<file path="config.mk">
export PLATFORM = sky130hd
export DESIGN_NAME = instruction_fetch_unit
export DESIGN_NICKNAME = d
export VERILOG_FILES = /design/src/rtl/instruction_fetch_unit.sv
export SDC_FILE = /design/constraint.sdc
export NUM_CORES = 1
export LEC_CHECK = 0
export ABC_AREA = 1
export CORE_ASPECT_RATIO = 0.5
export CORE_UTILIZATION = 48
export CTS_BUF_LIST = sky130_fd_sc_hd__clkbuf_8
export CTS_CLUSTER_DIAMETER = 50
export DETAILED_ROUTE_END_ITERATION = 12
export GPL_TIMING_DRIVEN = 0
export PLACE_DENSITY = 0.83
export SYNTH_ARGS = -nofsm -noshare
export SYNTH_HDL_FRONTEND = slang
export SYNTH_SLANG_ARGS = --single-unit
export TNS_END_PERCENT = 10
</file>
<file path="constraint.sdc">
create_clock -name Clk -period 1.9 [get_ports Clk]
set_input_delay 0.38 -clock Clk [delete_from_list [all_inputs] [get_ports Clk]]
set_output_delay 0.38 -clock Clk [all_outputs]
set_load 0.01 [all_outputs]
</file>
<file path="src/rtl/instruction_fetch_unit.sv">
// Fetch stage: owns PC and IR, drives sync instruction-memory address, captures returned word.
// Latency: IR and PC update on the same edge as the fetch strobe; IM_addr is combinational (pc_next).
// Backpressure: none; strobes act immediately, every register holds when no strobe is asserted.
module instruction_fetch_unit #(
    parameter int ADDR_W = 7,
    parameter int DATA_W = 16,
    parameter int CNT_W  = 16
) (
    input  logic              Clk,
    input  logic              ResetN,
    input  logic              PC_clr,
    input  logic              PC_up,
    input  logic              IR_ld,
    input  logic [DATA_W-1:0] IM_rd_data,
    output logic [ADDR_W-1:0] IM_addr,
    output logic [ADDR_W-1:0] PC,
    output logic [DATA_W-1:0] IR,
    output logic [3:0]        Opcode,
    output logic              IR_valid,
    output logic              PC_wrap,
    output logic [CNT_W-1:0]  Fetch_cnt
);

    logic [ADDR_W-1:0] pc_next;
    logic              pc_at_max;

    assign pc_at_max = (PC == {ADDR_W{1'b1}});

    always_comb begin
        pc_next = PC;
        if (PC_clr)
            pc_next = '0;
        else if (PC_up)
            pc_next = PC + ADDR_W'(1);
    end

    // Memory registers this address, so the word for PC arrives one cycle later.
    assign IM_addr = ResetN ? pc_next : '0;
    assign Opcode  = IR[DATA_W-1 -: 4];

    always_ff @(posedge Clk or negedge ResetN) begin
        if (!ResetN) begin
            PC        <= '0;
            IR        <= '0;
            IR_valid  <= 1'b0;
            PC_wrap   <= 1'b0;
            Fetch_cnt <= '0;
        end else begin
            PC <= pc_next;
            if (PC_clr) begin
                IR        <= '0;
                IR_valid  <= 1'b0;
                PC_wrap   <= 1'b0;
                Fetch_cnt <= '0;
            end else begin
                if (IR_ld) begin
                    IR       <= IM_rd_data;
                    IR_valid <= 1'b1;
                    if (Fetch_cnt != {CNT_W{1'b1}})
                        Fetch_cnt <= Fetch_cnt + CNT_W'(1);
                end
                if (PC_up && pc_at_max)
                    PC_wrap <= 1'b1;
            end
        end
    end

endmodule
</file>
==> results <==
==> worst paths after layout <==
path / start / to / depth (start not counted)
worst min-delay path: ResetN / Fetch_cnt[13] / 2
worst min register to register: IR[3] / IR[3] / 2
min in group Clk: IR_ld / IR[2] / 3
max in group asynchronous: ResetN / Fetch_cnt[5] / 2
worst max register to register: Fetch_cnt[0] / Fetch_cnt[14] / 9
worst max-delay path: PC[0] / IM_addr[6] / 8
==> registers in the layout, summed over array words and instances, names as in the netlist <==
name and cells:
Fetch_cnt 16, IR 16, PC 7, IR_valid 1, PC_wrap 1
==> layout by cell type (no fill, tap or decap), types with 2 or more instances in the layout <==
cell / count
o21ai_1: 2
inv_1: 32
nand3_2: 4
nor2_2: 7
a21oi_1: 4
nor2_4: 2
nand3_1: 41
nand2_2: 3
buf_2: 8
clkinv_2: 2
inv_2: 2
xnor2_1: 2
buf_4: 10
nor2_1: 24
clkdlybuf4s50_1: 61
buf_6: 3
dfrtp_1: 41
nor4_2: 4
clkbuf_1: 5
nand4_1: 6
nand2_1: 104
xor2_1: 2
clkbuf_8: 6
nor3_1: 4
==> power by group through the flow <==
stage	Clock [mW]	Combinational, mW	Sequential [mW]
final	0.699	0.290	0.923
after global routing	0.739	0.316	0.926
after CTS	0.694	0.285	0.920
after detailed placement	0	0.259	0.938
after global placement	0	0.247	0.938
after floorplan	0	0.0907	0.950
==> cells by family (layout without fill, tap and decap cells) <==
| logic type | after synthesis | after routing | share of synthesized area (%) |
|---|---|---|---|
| AOI/OAI and AO/OA | 7 | 7 | 1.668 |
| xor gates and xnor gates | 4 | 4 | 1.558 |
| adders and majority gates | 2 | 2 | 1.112 |
| buffers and inverters | 50 | 137 | 9.955 |
| and+or+nand+nor | 203 | 203 | 40.10 |
| DFF | 41 | 41 | 45.61 |
==> synth_stat cells (4+ instances only) <==
library cell  number
a21oi_1            4
nand2_1          106
nand4_1            6
inv_1             33
nor2_1            25
dfrtp_1           41
nor3_1             4
nand3_1           44
nor2_2             7
buf_4              4
clkbuf_1           6
nor4_1             4
==> routing by layer <==
metal  wire (um)  GRT usage [%]  up-vias
li1            -              -     1135
met1        2614          32.53     1075
met2        2899          41.26       65
met3         281          4.596        7
met4          79          4.229        0
met5           0              0        -
==> stage by stage <==
step	cells	hold WS, ps	utilization [%]
2_1_floorplan	307	84.41	-
3_3_place_gp	434	472.7	67.97
3_5_place_dp	435	263.4	68.31
4_1_cts	448	36.71	73.07
5_1_grt	451	32.34	74.33
6_report	451	29.74	74.33
==> final cells by class <==
class | count | area [sq um] | area share, %
buffer | 14 | 98.84 | 2.991
clock buffer | 5 | 68.82 | 2.083
clock inverter | 2 | 35.03 | 1.060
inverter | 36 | 136.4 | 4.127
multi-input combinational | 216 | 1077 | 32.60
sequential | 41 | 1026 | 31.05
tap | 57 | 71.32 | 2.158
timing repair buffer | 80 | 790.8 | 23.93
==> repair_timing <==
action                                  CTS  global route
endpoints found under the setup margin    7             5
cloned                                    1             0
pin swaps                                 3             3
hold buffers                              1             0
endpoints found under the hold margin     9             0
setup buffers                             4             3
resized for setup                        45             9
==> results.md <==
- Final slew viol count: 0
- CP Max Fanout: 2
- Fillers: 349
- Period utilization: 103.9%
- GRT overflow: 0
- Post-Syn Nets: 330
- Die width: slightly below 100 um
- Switch share: 24.96%
- Layout cells sized above 1: 15.23%
- Critical path buffers and inverters: 2
- Final Cell Area: 0.003304 sq mm
- Synth area leader: dfrtp_1
- Top cell family by delay on the critical path: flip-flops
- Core box area: 0.004446 sq mm
- Syn Inst Count: between 300 and 400
- Initial drt markers: 106
- Syn Area/Cell: 7.328 sq um
- TNS Setup: -169.6 ps
- Yosys top cell area share: 45.61%
- IO Count: 73
- Worst EP arrival: between 1500 and 2000 ps
- Largest net degree at the start of global routing: 18
- CTS Root Cell: clkbuf_8
- Buffers added on ports: 70
- Synthesized area: 0.002250 sq mm
- Synth warn: 0
- CTS Sinks: 41
- CTS Buffer Depth: 2
- Initial antenna violation count: 0
- Final ANT Viol Nets: 0
- Dpl cell area: 0.003037 sq mm
- Vias in the first global route: 1,995
- Startpoint Class: flip-flop
- Leak pwr: 1.657 nW
- Setup Skew: between 3 and 4 ps
- Failing checks: setup timing
- CP max stage delay: 430 ps
- Antenna cell count: 0
- Number of enable flip-flop cells after synthesis: 0
- First-pass GRT wire length: roughly 9.4 mm
- Flop pwr share: 48.3%
- Cts bufs inserted: 5
- Seq cells post-synth: 41
- Residual DRC: 0
- Worst vdd ir: 0.3237 mV
- Worst Tran Pin Value: 452.1 ps
- Logic pwr share: 15.1%
- CTS H-tree depth: 2
- Crit path cell chain: ha_4 -> buf_4 -> nand3_1 -> nor2_1 -> a21oi_1 -> nand2_1 -> nor2_1 -> buf_2
- Distinct cell type count after synthesis: 29
- Pre-CTS setup slack: -574.7 ps
- Reg-to-reg slack, setup: 270 ps
- Predominant post-synthesis flop cell: dfrtp_1
- Setup repair after global routing missed its margin: yes
- Finish-stage setup viols: 4
- Highest-delay cell along the critical path: dfrtp_1
- CP endpoint kind: output port
- FP Rows: 17
- Clock slew at reported path FFs: approximately 80 ps
- Outcome: finished with violations
- TritonCTS clock tree: done
- Vias per Instance: 5.060
- Total power divided by cell area: 578.6 mW/mm^2
- Data required, critical path: 1520 ps
- First-pass DRT Iterations: 4
- Average wire per standard cell: 13.02 um
- Main area contributors after synthesis: dfrtp_1 (46%), nand2_1 (18%), nand3_1 (9.8%), inv_1 (5.5%), nor2_1 (4.2%)
- Die area: 0.004981 sq mm
- Worst min path class: input port to asynchronous set/reset pin
- Clk pwr share: a little over a third
- Slew HR: 69.86%
- Net Sw Power: 0.4772 mW
- Post-route setup slack: -73.99 ps
- DRT Wirelength: 5.874 mm
- Max frequency: 0.5066 GHz
- Dpl hpwl: 4.053 mm
- Routability congestion estimate: 0.8585
- Final layout net count: 417
- Via count: between 2,000 and 2,500
- Area Overhead vs Synth: 46.89%
- Sequential element share of the synthesized area: 45.61%
- Internal Power: roughly 1.4 mW
- Cell mode on critical path: nor2_1
- Final Hold Fails: 0
- Ys async rst share: 100.0%
- Initial core utilization: 50.61%
- Maxcap violations: 0
- Tot Pwr: roughly 1.9 mW
- Worst skew pair latency: between 200 and 300 ps
- GR Util All Layers: 24.09%
- Vert. Die Dim: 50.41 um
- Fin crit period: 1974 ps
- Classification of the worst setup path: flip-flop to output port
Note: power is estimated with default switching activity, not from simulation.
